$ cat config.mk
export PLATFORM = sky130hd
export DESIGN_NAME = vga_plot_arbiter_flat
export DESIGN_NICKNAME = d
export VERILOG_FILES = /design/src/rtl/vga_plot_arbiter_if.sv /design/src/rtl/vga_plot_arbiter.sv /design/src/flat_wrapper.sv
export SDC_FILE = /design/constraint.sdc
export NUM_CORES = 1
export LEC_CHECK = 0
export CORE_UTILIZATION = 40
export DETAILED_ROUTE_END_ITERATION = 6
export PLACE_DENSITY_LB_ADDON = 0.2
export REMOVE_ABC_BUFFERS = 1
export SYNTH_ARGS = -nofsm -noshare
export SYNTH_HDL_FRONTEND = slang
export SYNTH_SLANG_ARGS = --single-unit
$ cat constraint.sdc
create_clock -name clk -period 2.29 [get_ports clk]
set_input_delay 0.458 -clock clk [delete_from_list [all_inputs] [get_ports clk]]
set_output_delay 0.458 -clock clk [all_outputs]
set_load 0.05 [all_outputs]
$ cat src/rtl/vga_plot_arbiter_if.sv
// Pixel-producer / VGA-port bundle shared by the plot arbiter.
// Master side is the producers plus the VGA consumer; slave side is the arbiter.
interface vga_plot_arbiter_if #(
  parameter int NUM_REQ = 3
);
  logic [NUM_REQ-1:0]   req;
  logic [NUM_REQ-1:0]   lock;
  logic [8*NUM_REQ-1:0] req_x;
  logic [7*NUM_REQ-1:0] req_y;
  logic [3*NUM_REQ-1:0] req_colour;
  logic [NUM_REQ-1:0]   gnt;
  logic [7:0]           vga_x;
  logic [6:0]           vga_y;
  logic [2:0]           vga_colour;
  logic                 vga_plot;
  logic                 busy;

  modport master (
    output req, lock, req_x, req_y, req_colour,
    input  gnt, vga_x, vga_y, vga_colour,
    input  vga_plot, busy
  );

  modport slave (
    input  req, lock, req_x, req_y, req_colour,
    output gnt, vga_x, vga_y, vga_colour,
    output vga_plot, busy
  );
endinterface

$ cat src/rtl/vga_plot_arbiter.sv
// Round-robin arbiter with burst lock sharing one VGA pixel-write port.
// Optional macro VGA_PLOT_ARB_CLIP_EN suppresses off-screen plots.
module vga_plot_arbiter #(
  parameter int NUM_REQ  = 3,
  parameter int MAX_HOLD = 64
) (
  input logic              clk,
  input logic              rst,
  vga_plot_arbiter_if.slave bus
);
  localparam int IW = $clog2(NUM_REQ);

  typedef enum logic {ARB, GRANT} state_e;

  state_e             state_q, state_d;
  logic [NUM_REQ-1:0] gnt_q, gnt_d;
  logic [IW-1:0]      last_q, last_d;
  logic [7:0]         hold_q, hold_d;
  logic [7:0]         x_q, x_d;
  logic [6:0]         y_q, y_d;
  logic [2:0]         c_q, c_d;
  logic               plot_q, plot_d;
  logic               busy_q, busy_d;

  logic [7:0]         x_sel;
  logic [6:0]         y_sel;
  logic [2:0]         c_sel;
  logic               req_cur;
  logic               lock_cur;
  logic               found;
  logic [IW-1:0]      win;
  logic [NUM_REQ-1:0] win_oh;
  logic               xfer;
  logic               last_hit;
  logic               rel;
  logic               clip;

  // In GRANT, last_q always names the current owner
  always_comb begin
    x_sel    = '0;
    y_sel    = '0;
    c_sel    = '0;
    req_cur  = 1'b0;
    lock_cur = 1'b0;
    for (int i = 0; i < NUM_REQ; i++) begin
      if (last_q == IW'(i)) begin
        x_sel    = bus.req_x[i*8 +: 8];
        y_sel    = bus.req_y[i*7 +: 7];
        c_sel    = bus.req_colour[i*3 +: 3];
        req_cur  = bus.req[i];
        lock_cur = bus.lock[i];
      end
    end
  end

  // Scan above last_q first, then wrap; the owner itself comes last
  always_comb begin
    found = 1'b0;
    win   = last_q;
    for (int i = 0; i < NUM_REQ; i++) begin
      if (!found && IW'(i) > last_q && bus.req[i]) begin
        found = 1'b1;
        win   = IW'(i);
      end
    end
    for (int i = 0; i < NUM_REQ; i++) begin
      if (!found && IW'(i) <= last_q && bus.req[i]) begin
        found = 1'b1;
        win   = IW'(i);
      end
    end
  end

  always_comb begin
    win_oh = '0;
    for (int i = 0; i < NUM_REQ; i++) begin
      win_oh[i] = (IW'(i) == win);
    end
  end

  assign xfer     = (state_q == GRANT) && req_cur;
  assign last_hit = (hold_q == 8'(MAX_HOLD - 1));
  assign rel      = !req_cur || (xfer && (!lock_cur || last_hit));

`ifdef VGA_PLOT_ARB_CLIP_EN
  assign clip = (x_sel >= 8'd160) || (y_sel >= 7'd120);
`else
  assign clip = 1'b0;
`endif

  always_comb begin
    state_d = state_q;
    gnt_d   = gnt_q;
    last_d  = last_q;
    hold_d  = hold_q;
    x_d     = x_q;
    y_d     = y_q;
    c_d     = c_q;
    plot_d  = 1'b0;

    if (xfer && !clip) begin
      plot_d = 1'b1;
      x_d    = x_sel;
      y_d    = y_sel;
      c_d    = c_sel;
    end

    unique case (state_q)
      ARB: begin
        if (found) begin
          state_d = GRANT;
          gnt_d   = win_oh;
          last_d  = win;
          hold_d  = '0;
        end
      end
      GRANT: begin
        if (rel) begin
          hold_d = '0;
          if (found) begin
            gnt_d  = win_oh;
            last_d = win;
          end else begin
            state_d = ARB;
            gnt_d   = '0;
          end
        end else if (xfer) begin
          hold_d = hold_q + 8'd1;
        end
      end
      default: ;
    endcase

    busy_d = |gnt_d;
  end

  always_ff @(posedge clk) begin
    if (rst) begin
      state_q <= ARB;
      gnt_q   <= '0;
      last_q  <= IW'(NUM_REQ - 1);
      hold_q  <= '0;
      x_q     <= '0;
      y_q     <= '0;
      c_q     <= '0;
      plot_q  <= 1'b0;
      busy_q  <= 1'b0;
    end else begin
      state_q <= state_d;
      gnt_q   <= gnt_d;
      last_q  <= last_d;
      hold_q  <= hold_d;
      x_q     <= x_d;
      y_q     <= y_d;
      c_q     <= c_d;
      plot_q  <= plot_d;
      busy_q  <= busy_d;
    end
  end

  assign bus.gnt        = gnt_q;
  assign bus.vga_x      = x_q;
  assign bus.vga_y      = y_q;
  assign bus.vga_colour = c_q;
  assign bus.vga_plot   = plot_q;
  assign bus.busy       = busy_q;
endmodule
$ cat src/flat_wrapper.sv
// flat-port wrapper written by rule: the top's interface ports become plain ports
module vga_plot_arbiter_flat 
#(
  parameter int NUM_REQ  = 3,
  parameter int MAX_HOLD = 64
)
  (clk, rst, bus_req, bus_lock, bus_req_x, bus_req_y, bus_req_colour, bus_gnt, bus_vga_x, bus_vga_y, bus_vga_colour, bus_vga_plot, bus_busy);
  vga_plot_arbiter_if #(.NUM_REQ(NUM_REQ)) bus_i ();
  input logic clk;
  input logic rst;
  input wire logic [$bits(bus_i.req)-1:0] bus_req;
  input wire logic [$bits(bus_i.lock)-1:0] bus_lock;
  input wire logic [$bits(bus_i.req_x)-1:0] bus_req_x;
  input wire logic [$bits(bus_i.req_y)-1:0] bus_req_y;
  input wire logic [$bits(bus_i.req_colour)-1:0] bus_req_colour;
  output wire logic [$bits(bus_i.gnt)-1:0] bus_gnt;
  output wire logic [$bits(bus_i.vga_x)-1:0] bus_vga_x;
  output wire logic [$bits(bus_i.vga_y)-1:0] bus_vga_y;
  output wire logic [$bits(bus_i.vga_colour)-1:0] bus_vga_colour;
  output wire logic [$bits(bus_i.vga_plot)-1:0] bus_vga_plot;
  output wire logic [$bits(bus_i.busy)-1:0] bus_busy;
  assign bus_i.req = bus_req;
  assign bus_i.lock = bus_lock;
  assign bus_i.req_x = bus_req_x;
  assign bus_i.req_y = bus_req_y;
  assign bus_i.req_colour = bus_req_colour;
  assign bus_gnt = bus_i.gnt;
  assign bus_vga_x = bus_i.vga_x;
  assign bus_vga_y = bus_i.vga_y;
  assign bus_vga_colour = bus_i.vga_colour;
  assign bus_vga_plot = bus_i.vga_plot;
  assign bus_busy = bus_i.busy;
  vga_plot_arbiter #(.NUM_REQ(NUM_REQ), .MAX_HOLD(MAX_HOLD)) u_core (.clk(clk), .rst(rst), .bus(bus_i));
endmodule
# After elaboration in Yosys (flattened, before gate mapping)
# Index checks and enable logic that the tools add are counted.
# totals
word_cells,93
out_inout_bits,23
regBits,34
# classes
muxes,42
order_cmp,6
n_eq_ne,8
add_sub_neg,1
n_reduce_logical,26
n_bitwise,1
# op_table
cell,n
two-way mux 8 bit,6
two-way mux 7 bit,3
two-way mux 3 bit,6
two-way mux 2 bit,8
case mux 8 bit (2 select lines),1
two-way mux 1 bit,15
logical AND 1 bit,13
adder 8 x 1 -> 8 bit (second input constant),1
== test 8 x 6 -> 1 bit (second input constant),1
logical NOT 1 bit,7
case mux 3 bit (2 select lines),1
greater-than comparator 1 x 2 -> 1 bit (first input constant),2
<= comparator 1 x 2 -> 1 bit (first input constant),2
logical NOT 2 bit,2
case mux 2 bit (2 select lines),1
inequality test 3 bit (second input constant),1
OR reduction 3 bit,1
== test 1 x 2 -> 1 bit (first input constant),1
== test 2 x 1 -> 1 bit (second input constant),1
== test 2 bit (first input constant),1
== test 2 bit (second input constant),1
greater-than comparator 2 bit (first input constant),1
<= comparator 2 bit (first input constant),1
logical OR 1 bit,2
5 further kinds,5

# Depth between registers and ports, before layout
# logic_depth
word_depth,28
ltp_mapped,7
mapped_depth_nobuf,6

# Worst setup path before layout
# Ideal clock, no wire load.
# synth_path
path_kind,flip-flop to flip-flop
startpoint,reg u_core.hold_q[0]
endpoint,reg u_core.hold_q[1]
n_path_buf,1
path_stages_with_launch,7
setup_time_ps,117
setup_slack_ps,672
arrival_ps,1501
required_ps,2173
cell_sequence,dfxtp_1 -> ha_1 -> and3_1 -> nand3_2 -> or3_1 -> buf_2 -> a32o_1
# synth_between
elab_chain_len,6
elab_cells_between_ends,10
cone_classes,add/sub: 1; eq/ne: 2; mux: 3; reduce/logical: 4
# synth_lines
item,line_no,text
"start, declared",vga_plot_arbiter.sv:18,"logic [7:0] hold_q, hold_d;"
"start signal, assigned",vga_plot_arbiter.sv:152,hold_q <= hold_d;
branches (longest 6 deep; another with adder 8 x 1 -> 8 bit),--,
# Parallel ways; which one is timed is not known. The select of a mux whose other input is x is not followed.
# A chain may end at the register's enable or synchronous reset.

# Final worst setup path
# layout_path
startpoint,reg u_core.gnt_q[1] (netlist: u_core.bus.gnt[1])
endpoint,out bus_gnt[1]
# layout_rtl
item,line_no,text
"start, declared",vga_plot_arbiter.sv:16,"logic [NUM_REQ-1:0] gnt_q, gnt_d;"
"start signal, assigned",vga_plot_arbiter.sv:150,gnt_q <= gnt_d;
"end, declared",flat_wrapper.sv:16,output wire logic [$bits(bus_i.gnt)-1:0] bus_gnt;
# No word-level cell between the ends.

==> flow_metrics.tcl <==
set metrics [dict create \
    status "completed" \
    areaGrowthSynthToFinish_pct 54.1 \
    route.met3.wl_um 451 \
    numCtsBuffers 5 \
    synth_flop_cell "dfxtp_1" \
    routed.top_layer "met4" \
    worstSetupPathType "flip-flop to output port" \
    worst_pin_slew_ps 525 \
    grt_usage_pct 20.7 \
    irDropWorstVdd_mv 0.301 \
    mostFrequentLayoutCell "clkdlybuf4s50_1" \
    grt_pass1_wl_um 8090 \
    initial_core_util_pct 42.3 \
    period_share_pct 84.4 \
    hold_violations 0 \
    drt-met1-wl_um 2340 \
    async_reset_ff_share_pct 0 \
    setup_viol 0 \
    wl_met2_um 2030 \
    p_leak_nw 1.05 \
    reg2reg_from "u_core.last_q[1]$_SDFFE_PP1P_" \
    ys_seq_area_share_pct 36.5 \
    cp_num_buf_inv 1 \
    gp_congestion 0.872 \
    synthTopCellsByArea "dfxtp_1, mux2i_1, nor2_1" \
    cts_setup_buffers 0 \
    fillCellCount 402 \
    synth_cells 218 \
    hold_start "u_core.bus.vga_y[6]$_SDFFE_PP0P_" \
    rows 24 \
    drcViolationCount 0 \
    yosysWarnings 0 \
    port_buffers 84 \
    synth_edf_count 0 \
    rsz0062_at_grt "false" \
    path_delay_family "buffers and inverters" \
    chipHeight_um 70.3 \
    crit_path_top_delay_cell "clkdlybuf4s50_1" \
    gr-total-overflow 0 \
    end_kind "output port" \
    maxCapViolCount 0 \
    yosysTopAreaCell "dfxtp_1" \
    max_stage_delay_ps 820 \
    synth.distinct_cells 45 \
    fin_crit_ps 1930 \
    coreArea_um2 4410 \
    via_per_inst 5.15 \
    cp_data_arrival_time_ps 1480 \
    nNetsFinal 370 \
    crit_required_ps 1830 \
    clock_latency_ps 290 \
    cts.repair.resized 0 \
    fp.dieW_um 70.3 \
    grt_max_degree 37 \
    slew_viol_final 0 \
    n_antenna_cell 0 \
    antenna_found_initial 0 \
    cts_tree "built" \
    h-tree-depth 2 \
    crit_path_max_fanout 3 \
    avgSynthCellArea_um2 8.56 \
    skew_ps 6.84 \
    mostFrequentLayoutCells "clkdlybuf4s50_1, nor2_1, dfxtp_1" \
    cts_sinks 34 \
    grt_pass1_vias 1740 \
    setup.worst_path.start_class "flip-flop" \
    wirelength_um 4890 \
    power_density_nw_per_um2 574 \
    hpwl_um 3720 \
    ant_nets 0 \
    num_vias 1849 \
    crit_start "u_core.bus.gnt[1]$_SDFF_PP0_" \
    boundaryPins 85 \
    ys_ff_latch 34 \
    drt_iter0_drc 97 \
    clk_pin_slew_ps 60 \
    yosysTopAreaCellShare_pct 36.5 \
    cts_buffer_depth 2 \
    hold_class "flip-flop to flip-flop" \
    holdWs_ps 497 \
    wire_per_inst_um 13.6 \
    cp_cell_sequence "clkdlybuf4s50_1" \
    netlist_area_um2 1870 \
    dr.pass1.iters 4 \
    drive_gt1_share_pct 10.1 \
    fmax_mhz 517 \
    tns_ps 0 \
    maxSlewHeadroom_pct 64.9 \
    holdBufCountCts 0 \
    die-area_um2 4940 \
    clock-root-buffer "clkbuf_8" \
]
cells in the mapped netlist (2+ instances only):
library cell and number:
nor2_1 39, dfxtp_1 34, a21oi_1 21, mux2i_1 20
a211oi_1 16, nand2_1 9, buf_2 6, and3_1 5
clkbuf_1 5, nand3_1 5, o21ai_0 5, inv_1 4
nor3_1 4, a32o_1 3, nor2b_1 3, o22ai_1 3
a211oi_2 2, a221o_1 2, buf_4 2, buf_6 2
nand4_1 2, o21ai_1 2, o2bb2ai_1 2
report_power, final:
| group | switching [mW] | total (mW) | internal (mW) |
|---|---|---|---|
| sequential | 0.0282 | 0.662 | 0.634 |
| combinational | 0.313 | 0.583 | 0.269 |
| clock | 0.196 | 0.405 | 0.209 |
| total | 0.538 | 1.65 | 1.11 |
registers in the layout, summed over array words and instances (netlist names):
signal	count
u_core.bus.vga_x	8
u_core.hold_q	8
u_core.bus.vga_y	7
u_core.bus.gnt	3
u_core.bus.vga_colour	3
u_core.last_q	2
u_core.bus.busy	1
u_core.bus.vga_plot	1
u_core.state_q	1
kinds of logic (layout without fill, tap and decap cells):
family	count (synthesis)	in the layout	share of synthesized area, %
AO/OA/AOI/OAI	63	63	23.7
multiplexers	20	20	10.7
AND/OR/NAND/NOR	78	78	21.8
buffers and inverters	20	109	5.63
XOR/XNOR	2	2	0.939
flip-flops	34	34	36.5
adder cells (fa/ha/maj)	1	1	0.671
layer usage:
metal,vias to the layer above,global-route usage [%]
li1,965,-
met5,-,0
met3,7,7.22
met1,808,27.5
met4,0,6.67
met2,69,31.2
final timing paths:
| kind | cells past startpoint | slack (ps) | end |
|---|---|---|---|
| worst max-delay path | 1 | 360 | bus_gnt[1] |
| worst min-delay path | 2 | 500 | u_core.bus.vga_y[6]$_SDFFE_PP0P_ |
| worst max register to register | 6 | 480 | u_core.last_q[1]$_SDFFE_PP1P_ |
| worst min register to register | 2 | 500 | u_core.bus.vga_y[6]$_SDFFE_PP0P_ |
final cells by class:
type / instances / area (um^2) / area share (%)
clock buffers: 7 / 76.3 / 2.65
inverters: 4 / 15.0 / 0.522
multi-input cells: 164 / 1080 / 37.6
flip-flops and latches: 34 / 681 / 23.7
well taps: 52 / 65.1 / 2.26
repair buffers: 98 / 958 / 33.3
through the flow:
stage | instances | setup slack, ps | utilization (%) | power (mW) | area [um^2]
global placement | 352 | 242 | 63.4 | 1.25 | 2800
CTS | 359 | 340 | 65.1 | 1.67 | 2880
global route | 359 | 296 | 65.1 | 1.73 | 2880
finish | 359 | 356 | 65.1 | 1.65 | 2880
floorplan | 202 | -43.6 | - | 0.998 | 1780
detailed placement | 352 | 208 | 63.4 | 1.26 | 2800
Power figures use the tool's default switching activity.
